[src/rtl/imem_loader.sv]
// Serial instruction-memory loader: count byte, N big-endian 16-bit words, XOR checksum byte.
// Holds the CPU until a session ends in DONE; words already written are never rolled back.
module imem_loader #(
  parameter int DEPTH  = 64,
  parameter int ADDR_W = 8
) (
  input  logic              clk,
  input  logic              reset,
  input  logic              start,
  input  logic              in_valid,
  input  logic [7:0]        in_data,
  output logic              in_ready,
  output logic              mem_we,
  output logic [ADDR_W-1:0] mem_adr,
  output logic [15:0]       mem_wdata,
  output logic              cpu_hold,
  output logic              busy,
  output logic              done,
  output logic              err
);

  localparam int IW = $clog2(DEPTH + 1);

  typedef enum logic [2:0] {
    S_IDLE, S_LEN, S_HI, S_LO, S_WRITE, S_CHK, S_DONE, S_ERR
  } state_t;

  state_t            r_state;
  state_t            w_next;
  logic [IW-1:0]     r_idx;
  logic [IW-1:0]     r_len;
  logic [IW-1:0]     w_idx_inc;
  logic [7:0]        r_csum;
  logic [15:0]       r_wdata;
  logic [ADDR_W-1:0] r_adr;
  logic              w_acc;
  logic              w_start;
  logic              w_len_bad;

  assign w_acc     = in_valid & in_ready;
  assign w_start   = start & ((r_state == S_IDLE) | (r_state == S_DONE) | (r_state == S_ERR));
  assign w_len_bad = (in_data == 8'd0) || (32'(in_data) > DEPTH);
  assign w_idx_inc = r_idx + IW'(1);

  always_ff @(posedge clk) begin
    if (reset) r_state <= S_IDLE;
    else       r_state <= w_next;
  end

  always_comb begin
    w_next = r_state;
    case (r_state)
      S_IDLE, S_DONE, S_ERR: if (w_start) w_next = S_LEN;
      S_LEN:   if (w_acc) w_next = w_len_bad ? S_ERR : S_HI;
      S_HI:    if (w_acc) w_next = S_LO;
      S_LO:    if (w_acc) w_next = S_WRITE;
      S_WRITE: w_next = (w_idx_inc == r_len) ? S_CHK : S_HI;
      S_CHK:   if (w_acc) w_next = (in_data == r_csum) ? S_DONE : S_ERR;
      default: w_next = S_IDLE;
    endcase
  end

  always_comb begin
    in_ready = 1'b0;
    mem_we   = 1'b0;
    busy     = 1'b0;
    done     = 1'b0;
    err      = 1'b0;
    cpu_hold = 1'b1;
    case (r_state)
      S_LEN, S_HI, S_LO, S_CHK: begin
        in_ready = 1'b1;
        busy     = 1'b1;
      end
      S_WRITE: begin
        mem_we = 1'b1;
        busy   = 1'b1;
      end
      S_DONE: begin
        done     = 1'b1;
        cpu_hold = 1'b0;
      end
      S_ERR:   err = 1'b1;
      default: ;
    endcase
  end

  // Address is captured with the low byte so it stays stable through and after the write.
  always_ff @(posedge clk) begin
    if (reset) begin
      r_idx   <= '0;
      r_len   <= '0;
      r_csum  <= '0;
      r_wdata <= '0;
      r_adr   <= '0;
    end else begin
      if (w_start) begin
        r_idx  <= '0;
        r_csum <= '0;
      end
      if (r_state == S_LEN && w_acc && !w_len_bad) r_len <= IW'(in_data);
      if (r_state == S_HI && w_acc) begin
        r_wdata[15:8] <= in_data;
        r_csum        <= r_csum ^ in_data;
      end
      if (r_state == S_LO && w_acc) begin
        r_wdata[7:0] <= in_data;
        r_csum       <= r_csum ^ in_data;
        r_adr        <= ADDR_W'(r_idx);
      end
      if (r_state == S_WRITE) r_idx <= w_idx_inc;
    end
  end

  assign mem_adr   = r_adr;
  assign mem_wdata = r_wdata;

endmodule
[config.mk]
export PLATFORM = sky130hd
export DESIGN_NAME = imem_loader
export DESIGN_NICKNAME = d
export VERILOG_FILES = /design/src/rtl/imem_loader.sv
export SDC_FILE = /design/constraint.sdc
export NUM_CORES = 1
export LEC_CHECK = 0
export BUFFER_PORTS_ARGS = -buffer_cell sky130_fd_sc_hd__buf_2
export CAP_MARGIN = 30
export CELL_PAD_IN_SITES_DETAIL_PLACEMENT = 1
export CELL_PAD_IN_SITES_GLOBAL_PLACEMENT = 2
export CORE_MARGIN = 3
export CORE_UTILIZATION = 34
export CTS_CLUSTER_DIAMETER = 80
export DETAILED_ROUTE_END_ITERATION = 8
export HOLD_SLACK_MARGIN = 0.02
export PLACE_DENSITY_LB_ADDON = 0.15
export SYNTH_ARGS = -nofsm -noshare
export SYNTH_HDL_FRONTEND = slang
export SYNTH_SLANG_ARGS = --single-unit
[constraint.sdc]
create_clock -name clk -period 3.3 [get_ports clk]
set_input_delay 0.33 -clock clk [delete_from_list [all_inputs] [get_ports clk]]
set_output_delay 0.33 -clock clk [all_outputs]
set_load 0.02 [all_outputs]
# ---- Word level (Yosys, flattened, before mapping)
# Index checks and enable logic that the tools add are counted.
# W data, S select, Z words.
dict set report op_classes {
  add_sub_neg 1
  n_mul 0
  div_mod_pow 0
  n_lt_le_gt_ge 1
  n_eq_ne 14
  n_shift 0
  n_mux 20
  bitwise_logic 5
  reduce_logical 14
}
# operator count
set op_table {}
lappend op_table {{$mux W8} 3}
lappend op_table {{$mux W3} 7}
lappend op_table {{$pmux W3 S6} 1}
lappend op_table {{$mux W7} 2}
lappend op_table {{$eq A3 B3 Y1 const B} 4}
lappend op_table {{$ne A2 B2 Y1 const B} 5}
lappend op_table {{$eq A8 B8 Y1} 1}
lappend op_table {{$gt A8 B7 Y1 const B} 1}
lappend op_table {{$logic_not A8 Y1} 1}
lappend op_table {{$xor A8 B8 Y8} 1}
lappend op_table {{$add A7 B1 Y7 const B} 1}
lappend op_table {{$eq A7 B7 Y1} 1}
lappend op_table {{$mux W1} 7}
lappend op_table {{$eq A3 B2 Y1 const B} 2}
lappend op_table {{$reduce_and A5 Y1} 1}
lappend op_table {{$reduce_or A5 Y1} 1}
lappend op_table {{$logic_and A1 B1 Y1} 4}
lappend op_table {{$reduce_or A4 Y1} 1}
lappend op_table {{$eq A3 B1 Y1 const B} 1}
lappend op_table {{$logic_not A3 Y1} 1}
lappend op_table {{$reduce_bool A3 Y1} 1}
lappend op_table {{$reduce_or A3 Y1} 1}
lappend op_table {{$and A1 B1 Y1} 2}
lappend op_table {{$or A1 B1 Y1} 2}
lappend op_table {{other kinds (3)} 3}
dict set report word_totals {
  register_bits 48
  latch_bits 0
  ram_bits 0
  romBits 0
  inputBits 12
  out_inout_bits 30
  word_cells 62
  mem_count 0
}

# ---- Depth between registers and ports, before layout
# Gate-level depths: netlist of the first run.
dict set report logic_depth {
  ltp_word 7
  mapped_depth 8
  depth_no_buf 7
}

# ---- Worst setup path before layout of the first run
# No wires, ideal clock.
dict set report synth_path {
  path_kind {reg-to-reg}
  start {register r_idx[3]}
  end {register r_state[0]}
  setup_ns 0.080
  arrival_ns 1.836
  required_ns 3.220
  setup_slack_ns 1.384
  path_stages_with_launch 8
  n_path_buf 1
  period_less_slack_ns 1.916
  path_cell_list {dfxtp_1 > buf_2 > and4_1 > a21boi_1 > or4b_4 > a221oi_4 > nand2_2 > a211oi_2}
}
dict set report synth_via {
  elab_chain_cells 4
}
# element line
set synth_lines {}
lappend synth_lines {{start, declared} 30} ;# logic [IW-1:0] r_idx;
lappend synth_lines {{start signal, assigned} 111} ;# if (r_state == S_WRITE) r_idx <= w_idx_inc;
lappend synth_lines {{$add A7 B1 Y7} 43} ;# assign w_idx_inc = r_idx + IW'(1);
lappend synth_lines {{$eq A7 B7 Y1} 57} ;# S_WRITE: w_next = (w_idx_inc == r_len) ? S_CHK : S_HI;
lappend synth_lines {{$mux W3} 57}
lappend synth_lines {{$pmux W3 S6} 52} ;# case (r_state)
lappend synth_lines {{end signal, assigned} 47} ;# else r_state <= w_next;
lappend synth_lines {{end, declared} 28} ;# state_t r_state;
# No other way between the ends.
# A chain may end at the register's enable or synchronous reset.

# ---- Worst setup path in the final report of the first run
dict set report layout_path {
  start {register r_idx[2]}
  end {register r_state[0]}
}
# The elaborated chain is that of the path after synthesis.

==> results of run 1 <==
[power by group through the flow]
stage | Combinational, mW | Clock (mW) | Sequential [mW]
2_1_floorplan | 0.280 | 0 | 0.659
3_3_place_gp | 0.377 | 0 | 0.676
4_1_cts | 0.381 | 0.531 | 0.664
3_5_place_dp | 0.380 | 0 | 0.676
6_report | 0.374 | 0.517 | 0.663
5_1_grt | 0.420 | 0.550 | 0.672
[per-stage QoR]
stage          cell area (um^2)  setup slack [ps]  power (mW)
6_report                   2810              1130        1.55
3_5_place_dp               2680              1170        1.06
2_1_floorplan              2420              1380       0.939
5_1_grt                    2810               935        1.64
4_1_cts                    2810              1120        1.58
3_3_place_gp               2680              1230        1.05
[final cells by class]
class | count | area [um^2] | share of cell area (%)
clock buffers | 5 | 68.8 | 2.45
clock inverters | 3 | 68.8 | 2.45
inverters | 11 | 41.3 | 1.47
multi-input cells | 232 | 1340 | 47.6
flip-flops and latches | 48 | 961 | 34.1
well taps | 96 | 120 | 4.27
repair buffers | 42 | 215 | 7.65
[cells by family after synthesis]
group / Yosys count / share of synthesized area, %
other: 1 / 0.155
xor gates and xnor gates: 11 / 3.98
and+or+nand+nor: 126 / 24.4
adders and majority gates: 3 / 1.55
muxes: 15 / 6.20
buffers and inverters: 30 / 5.01
AOI/OAI and AO/OA: 76 / 19.0
DFF: 48 / 39.7
[metal layers]
metal / up-vias / part of all wire [%] / global-route usage, %
li1: 1127 / - / -
met5: - / 0 / 0
met2: 27 / 47 / 27.0
met1: 1074 / 50 / 22.4
met4: 0 / 0.54 / 3.06
met3: 2 / 3.1 / 3.58
[final timing paths]
path,endpoint,slack [ps],depth (start not counted)
worst min register to register,mem_wdata[0],460,2
worst max-delay path,r_state[0],1130,6
worst max register to register,r_state[0],1130,6
worst min-delay path,mem_wdata[3],320,3
[sequential cells by signal, indices dropped and copies added (netlist names)]
register	flops
r_csum	8
r_len	7
r_idx	7
mem_adr	7
mem_wdata	16
r_state	3
[cells in the final DEF (no fill, tap or decap), types with 2 or more instances in the layout]
cell type	instances
buf_2	40
buf_4	2
ha_1	3
dfxtp_1	48
nor2_1	40
and3_1	5
nor3_2	2
clkbuf_8	5
or3_1	6
nor2b_1	4
or4_1	2
o21ai_0	18
inv_1	11
o211ai_1	2
a2bb2oi_1	2
nand3_1	5
o22ai_1	4
mux2i_1	15
nor3_1	3
o21bai_1	2
a21oi_1	36
xnor2_1	8
bufinv_16	2
a211oi_1	3
nand2_1	45
nand4_1	4
o21a_1	2
nand3b_1	4
xor2_1	3
[worst max-delay path, cell delays in order, from the launching register on]
cell and delay (ps):
dfxtp_1 520, and4_1 270, a21boi_1 90, or4b_4 550, a221oi_4 360, nand2_2 90
a211oi_2 210
==> impl_metrics.csv, run 1 <==
group,metric,value,unit
power,pwr-share-comb,24.1,%
route,vias,2230,
power,switchingPower,0.509,mW
floorplanning,die_area,8170,um^2
global_route,grt_pass1_wl,11.1,mm
sta,drv_slew,0,
logic_synthesis,synth_edf_count,0,
setup_path,crit_path_start_kind,"flip-flop",
cells_and_area,antennaDiodeCount,0,
global_route,antenna_found_initial,0,
power,ir_drop,0.000307,V
place,gp_congestion,0.759,
clock_tree,root_buffer,"clkbuf_8",
logic_synthesis,syn-instance-count,310,
logic_synthesis,ys.warnings.count,0,
floorplanning,io_pins,42,
logic_synthesis,ys_top_cells_by_area,"dfxtp_1 (40%), a21oi_1 (7.4%), nand2_1 (7.0%), mux2i_1 (6.2%), nor2_1 (6.2%)",
clock_tree,clk_pin_slew_worst_paths,100,ps
power,swShare,32.7,%
logic_synthesis,yosysSeqAreaShare,39.7,%
place,dp_hpwl,4.92,mm
sta,fin_tns_setup,0,ps
clock_tree,htreeDepth,2,
sta,whs,320,ps
sta,timing.final.hold_violations,0,
clock_tree,cts_resized,0,
global_route,grt_pass1_vias,2185,
power,powerDensity,552,nW/um^2
power,power.leakage,1.14,nW
logic_synthesis,synthArstFlopShare,0,%
cells_and_area,layout-drive-gt1-share,16.4,%
power,pwr-share-seq,42.7,%
logic_synthesis,synth_commonest_cells,"dfxtp_1 (48), nand2_1 (45), nor2_1 (40), a21oi_1 (36), o21ai_0 (18)",
route,drc_errors,0,
logic_synthesis,avgSynthCellArea,7.81,um^2
logic_synthesis,synth_top_cell_by_area,"dfxtp_1",
route,ant_nets,0,
logic_synthesis,yosys_most_used_dff,"dfxtp_1",
floorplanning,rows,30,
route,postRouteWirelength,6.69,mm
setup_path,crit_start,"r_idx[2]",
clock_tree,cts_tree,"done",
floorplanning,core-area,6830,um^2
logic_synthesis,yosysMostFrequentCell,"dfxtp_1",
sta,max_clock_freq,0.462,GHz
job,drv_cap,0,
route,drt_iter0_markers,62,
place,place_inst,429,
floorplanning,initial_core_util,35.4,%
sta,fin_crit_sh,65.6,%
clock_tree,cts_hold_buf,0,
cells_and_area,post-route-util,41.2,%
sta,clock_skew,14.5,ps
global_route,grt_usage,16.5,%
floorplanning,die-height,90.4,um
run_status,outcome,"finished clean",
setup_path,crit_path_end_kind,"flip-flop",
cells_and_area,nets,355,
sta,final.min_clock_period,2170,ps
sta,worstMarginPinSlew,869,ps
power,pwr-share-clk,33.2,%
logic_synthesis,synthesis.area,2420,um^2
clock_tree,cts_made_buffers,5,
clock_tree,cts.sinks,48,
clock_tree,clockBufferDepth,2,
cells_and_area,final_cells,437,
global_route,grt_start_max_net_pins,43,
route,wire_per_inst,15.3,um
logic_synthesis,ys_ff_latch,48,
cells_and_area,syn_to_final_growth,16.2,%
sta,rsz0062_at_grt,"false",
floorplanning,die_w,90.4,um
power,p_int,1.05,mW
min_path,hold_path_class,"primary input to flip-flop",
route,drt-pass1-iter-count,4,
min_path,hp-start,"in_data[3]",
clock_tree,cts_setup_buffers,0,
cells_and_area,fill_cells,874,
setup_path,crit_arrival,2380,ps
place,io_buffers,40,
logic_synthesis,syn_nets,325,
setup_path,cp_max_fo,11,
setup_path,worstPathRequired,3510,ps
sta,slew_headroom,41.8,%
setup_path,worst-setup-path-type,"flip-flop to flip-flop",
setup_path,rr_startpoint,"r_idx[2]",
global_route,overflow,0,
logic_synthesis,synth.distinct_cells,43,
clock_tree,clk_latency,300,ps
route,drt-vias-per-instance,5.10,
sta,setup_violations,0,
logic_synthesis,synth_top_area_share,39.7,%
No activity file was read; power rests on OpenSTA's default activity.
==> inputs of run 2 (changes only) <==
--- a/config.mk
+++ b/config.mk
@@ -10,7 +10,7 @@
 export CELL_PAD_IN_SITES_DETAIL_PLACEMENT = 1
 export CELL_PAD_IN_SITES_GLOBAL_PLACEMENT = 2
 export CORE_MARGIN = 3
-export CORE_UTILIZATION = 34
+export CORE_UTILIZATION = 32
 export CTS_CLUSTER_DIAMETER = 80
 export DETAILED_ROUTE_END_ITERATION = 8
 export HOLD_SLACK_MARGIN = 0.02
==> constraint.sdc (replaced) <==
create_clock -name clk -period 2 [get_ports clk]
set_input_delay 0.2 -clock clk [delete_from_list [all_inputs] [get_ports clk]]
set_output_delay 0.2 -clock clk [all_outputs]
set_load 0.02 [all_outputs]
==> impl_metrics.csv, run 2 (synthesis gave the netlist of run 1 again) <==
group,metric,value,unit
sta,fin_tns_setup,0,ps
cells_and_area,final_cell_mix,"nand2_1 (45), dfxtp_1 (45), buf_2 (40)",
cells_and_area,post-route-util,40.9,%
route,drt-pass1-iter-count,4,
global_route,grt_start_max_net_pins,38,
place,place_ws,86.0,ps
setup_path,crit_arrival,2120,ps
sta,rsz0062_at_grt,"false",
clock_tree,root_buffer,"clkbuf_8",
route,postRouteWirelength,7.38,mm
place,place_inst,458,
sta,timing.final.ws_setup,86.3,ps
cells_and_area,syn_to_final_growth,23.3,%
sta,setup_violations,0,
global_route,grt_usage,17.6,%
sta,max_clock_freq,0.523,GHz
global_route,antenna_found_initial,0,
route,drc_errors,0,
floorplanning,io_pins,42,
power,swShare,35.1,%
setup_path,worstPathRequired,2210,ps
setup_path,r2r_cells,6,
cells_and_area,layout-drive-gt1-share,24.0,%
clock_tree,clockBufferDepth,2,
power,pwr-share-comb,32.0,%
route,drt_iter0_markers,81,
clock_tree,clk_latency,300,ps
sta,drv_slew,0,
floorplanning,rows,31,
global_route,grt_pass1_vias,2383,
clock_tree,htreeDepth,2,
power,power.leakage,1.26,nW
setup_path,crit-reg2reg-capture,"r_state[0]",
cells_and_area,antennaDiodeCount,0,
setup_path,crit_start,"r_idx[0]",
global_route,overflow,0,
place,gp_congestion,0.820,
route,ant_nets,0,
power,pwr-share-seq,43.1,%
clock_tree,clk_pin_slew_worst_paths,100,ps
place,place_area,2880,um^2
sta,clock_skew,18.1,ps
cells_and_area,largest_reg_flops,16,
cells_and_area,fin_area,2980,um^2
power,ir_drop,0.000453,V
run_status,outcome,"finished clean",
clock_tree,cts_hold_buf,0,
sta,final.min_clock_period,1910,ps
floorplanning,core-area,7290,um^2
setup_path,worstSetupEndpoint,"r_state[0]",
place,io_buffers,40,
power,p_int,1.59,mW
route,drt-vias-per-instance,5.09,
setup_path,worst-setup-path-type,"flip-flop to flip-flop",
global_route,grt_pass1_wl,12.2,mm
clock_tree,cts_made_buffers,5,
sta,fin_crit_sh,95.7,%
setup_path,rr_startpoint,"r_idx[0]",
cells_and_area,nets,382,
floorplanning,die_w,93.0,um
sta,timing.final.hold_violations,0,
power,switchingPower,0.859,mW
power,pwr-share-clk,24.9,%
min_path,hold_path_class,"primary input to flip-flop",
place,dp_hpwl,5.55,mm
floorplanning,initial_core_util,33.2,%
sta,whs,235,ps
cells_and_area,final_cells,466,
setup_path,crit_path_start_kind,"flip-flop",
setup_path,reg2reg_setup_slack,90,ps
route,wire_per_inst,15.8,um
power,finalPower,2.44,mW
floorplanning,die-height,93.0,um
setup_path,crit_path_end_kind,"flip-flop",
floorplanning,die_area,8650,um^2
setup_path,cp_max_fo,3,
job,drv_cap,0,
clock_tree,cts.sinks,48,
route,vias,2373,
power,powerDensity,819,nW/um^2
clock_tree,cts_tree,"done",
-- run 2: cell count changes in the layout (fill, tap and decap cells not counted), sizes merged --
| cell | before | now |
|---|---|---|
| buf | 42 | 69 |
| clkinv | 0 | 1 |
| inv | 12 | 11 |
| clkbuf | 5 | 6 |
| bufinv | 2 | 0 |
-- run 2: timing repair --
action / in CTS / in global routing
pin swaps: 0 / 2
buffers inserted: 0 / 1
resized for setup: 1 / 5
endpoints found under the setup margin: 1 / 4
-- run 2: power by group through the flow --
stage          combinational (mW)  clock [mW]  sequential [mW]
5_1_grt                     0.873       0.663             1.06
6_report                    0.782       0.609             1.05
2_1_floorplan               0.462           0             1.09
3_5_place_dp                0.783           0             1.07
3_3_place_gp                0.777           0             1.07
4_1_cts                     0.790       0.626             1.05
-- run 2: worst min path at each step --
stage	from	end	slack [ps]	cells after the start
final	in_data[7]	mem_wdata[7]	230	3
after floorplan	in_data[1]	mem_wdata[1]	340	2
after global routing	in_data[1]	mem_wdata[1]	250	3
after detailed placement	mem_wdata[3]	mem_wdata[3]	450	2
after CTS	in_data[7]	mem_wdata[7]	230	3
after global placement	mem_wdata[3]	mem_wdata[3]	440	2
-- run 2: critical path, stage by stage, from the launching register on --
cell      delay [ps]
dfxtp_1          350
and4_1           210
a21boi_1          90
or4b_4           540
a221oi_4         330
nand2_2           80
a211oi_2         210
-- run 2: cell type report --
type	instances	area [um^2]
timing repair buffer	69	418
multi-input combinational	232	1350
inverter	11	41.3
fill	951	4310
clock buffer	6	82.6
clock inverter	1	8.76
sequential	48	965
tap	99	124
-- run 2: metal layers --
layer	vias up	GRT usage, %	part of all wire (%)
met4	0	3.30	0.39
met2	31	29.6	47
li1	1176	-	-
met3	2	3.38	3.2
met1	1164	23.6	49
met5	-	0	0
==> inputs of run 3 (changes only) <==
--- a/config.mk
+++ b/config.mk
@@ -10,7 +10,7 @@
 export CELL_PAD_IN_SITES_DETAIL_PLACEMENT = 1
 export CELL_PAD_IN_SITES_GLOBAL_PLACEMENT = 2
 export CORE_MARGIN = 3
-export CORE_UTILIZATION = 32
+export CORE_UTILIZATION = 34
 export CTS_CLUSTER_DIAMETER = 80
 export DETAILED_ROUTE_END_ITERATION = 8
 export HOLD_SLACK_MARGIN = 0.02
==> constraint.sdc (replaced) <==
create_clock -name clk -period 2.23 [get_ports clk]
set_input_delay 0.223 -clock clk [delete_from_list [all_inputs] [get_ports clk]]
set_output_delay 0.223 -clock clk [all_outputs]
set_load 0.02 [all_outputs]
==> impl_metrics.csv, run 3 (synthesis gave the netlist of run 1 again) <==
group,metric,value,unit
route,postRouteWirelength,7.00,mm
setup_path,crit-reg2reg-capture,"r_state[0]",
place,io_buffers,40,
setup_path,r2r_cells,6,
power,p_int,1.39,mW
clock_tree,cts_hold_buf,0,
sta,clock_skew,5.23,ps
setup_path,crit_path_start_kind,"flip-flop",
min_path,hold_depth,3,
clock_tree,root_buffer,"clkbuf_8",
cells_and_area,final_common_cell,"dfxtp_1",
clock_tree,cts_setup_buffers,0,
setup_path,worst-path-stages,6,
clock_tree,cts_tree,"done",
route,ant_nets,0,
power,switchingPower,0.752,mW
clock_tree,cts.sinks,48,
sta,max_clock_freq,0.481,GHz
setup_path,crit_family,"simple AND/OR/NAND/NOR gates",
floorplanning,initial_core_util,35.4,%
global_route,grt_usage,17.3,%
setup_path,cp_max_fo,8,
global_route,grt_use_met1,22.8,%
route,wire_per_inst,15.6,um
setup_path,cpMaxStageDelayCell,"or4b_4",
floorplanning,die_w,90.4,um
setup_path,cp_num_buf_inv,0,
global_route,use_met2,29.4,%
setup_path,crit_path_end_kind,"flip-flop",
clock_tree,clk_pin_slew_worst_paths,90,ps
global_route,grt_pass1_wl,11.5,mm
min_path,hp-start,"in_data[0]",
power,pwr-share-comb,30.6,%
global_route,met3_usage,3.25,%
min_path,hold_path_class,"primary input to flip-flop",
floorplanning,core-area,6830,um^2
power,finalPower,2.14,mW
global_route,grt_busiest_layer,"met2",
clock_tree,cts_made_buffers,5,
setup_path,rr_startpoint,"r_idx[0]",
cells_and_area,antennaDiodeCount,0,
route,drc_errors,0,
sta,slew_headroom,62.3,%
run_status,outcome,"finished clean",
global_route,grt_start_max_net_pins,39,
power,pwr-share-clk,25.2,%
route,drt-vias-per-instance,5.04,
cells_and_area,nets,369,
cells_and_area,layout-drive-gt1-share,19.5,%
power,swShare,35.1,%
sta,setup_violations,0,
setup_path,worstPathRequired,2450,ps
floorplanning,die-height,90.4,um
sta,rsz0062_at_grt,"false",
power,pwr-share-seq,44.2,%
power,power.leakage,1.19,nW
setup_path,slowest_delay,550,ps
cells_and_area,multi_input_area,1340,um^2
setup_path,reg2reg_setup_slack,150,ps
clock_tree,clk_latency,300,ps
sta,final.min_clock_period,2080,ps
job,drv_cap,0,
route,vias,2266,
clock_tree,clockBufferDepth,2,
power,powerDensity,746,nW/um^2
clock_tree,cts_resized,0,
floorplanning,io_pins,42,
sta,drv_slew,0,
cells_and_area,fill_cells,843,
place,dp_hpwl,5.16,mm
setup_path,cp_cell_sequence,"and4_1 > a21boi_1 > or4b_4 > a221oi_4 > nand2_2 > a211oi_2",
setup_path,worst-setup-path-type,"flip-flop to flip-flop",
cells_and_area,final_cell_mix,"dfxtp_1 (48), nand2_1 (45), nor2_1 (40), buf_2 (40), a21oi_1 (36)",
min_path,hold_path_end,"mem_wdata[0]",
sta,timing.final.hold_violations,0,
cells_and_area,largest_reg_flops,16,
global_route,overflow,0,
clock_tree,htreeDepth,2,
global_route,grt_pass1_vias,2254,
sta,fin_tns_setup,0,ps
place,gp_congestion,0.770,
global_route,antenna_found_initial,0,
floorplanning,die_area,8170,um^2
route,drt_iter0_markers,94,
route,drt-pass1-iter-count,4,
cells_and_area,seqCellArea,961,um^2
sta,fin_crit_sh,93.3,%
setup_path,crit_arrival,2300,ps
cells_and_area,syn_to_final_growth,18.7,%
sta,worstMarginPinSlew,565,ps
floorplanning,rows,30,
power,ir_drop,0.000306,V
## run 3: power groups by stage
stage	combinational, mW	clock, mW	sequential, mW
floorplan	0.414	0	0.975
finish	0.656	0.540	0.947
detailed placement	0.665	0	0.968
global route	0.734	0.588	0.955
global placement	0.653	0	0.967
CTS	0.667	0.565	0.948
## run 3: cell type report
type	instances	share of cell area (%)
clock inverters	1	0.305
flip-flops and latches	48	33.4
clock buffers	6	2.87
multi-input cells	232	46.6
inverters	11	1.44
well taps	96	4.18
repair buffers	56	11.1
## run 3: per-layer routing
layer	vias to the layer above	share of wire [%]
met5	-	0
met4	0	0.40
met3	2	3.0
met2	27	48
met1	1084	49
li1	1153	-
## run 3: stage by stage
stage          setup WS [ps]  utilization, %  hold slack, ps  cells  area [um^2]
6_report                 150            42.1             253    450         2870
3_5_place_dp             139            40.7             446    443         2780
4_1_cts                  129            42.1             240    450         2870
2_1_floorplan            314               -             359    310         2420
5_1_grt                 23.7            42.1             250    450         2870
3_3_place_gp             230            40.7             442    443         2780
## run 3: how the worst max path moves through the flow
| stage | start | to |
|---|---|---|
| 6_report | r_idx[0] | r_state[0] |
| 5_1_grt | r_idx[0] | r_state[0] |
| 4_1_cts | r_idx[0] | r_state[0] |
| 3_5_place_dp | r_idx[0] | r_state[0] |
| 3_3_place_gp | r_idx[0] | r_state[0] |
| 2_1_floorplan | r_idx[3] | r_state[0] |
## run 3: tightest hold or removal path, stage by stage
cell and delay (ps):
buf_2 160, nand2_1 70, a21oi_1 50
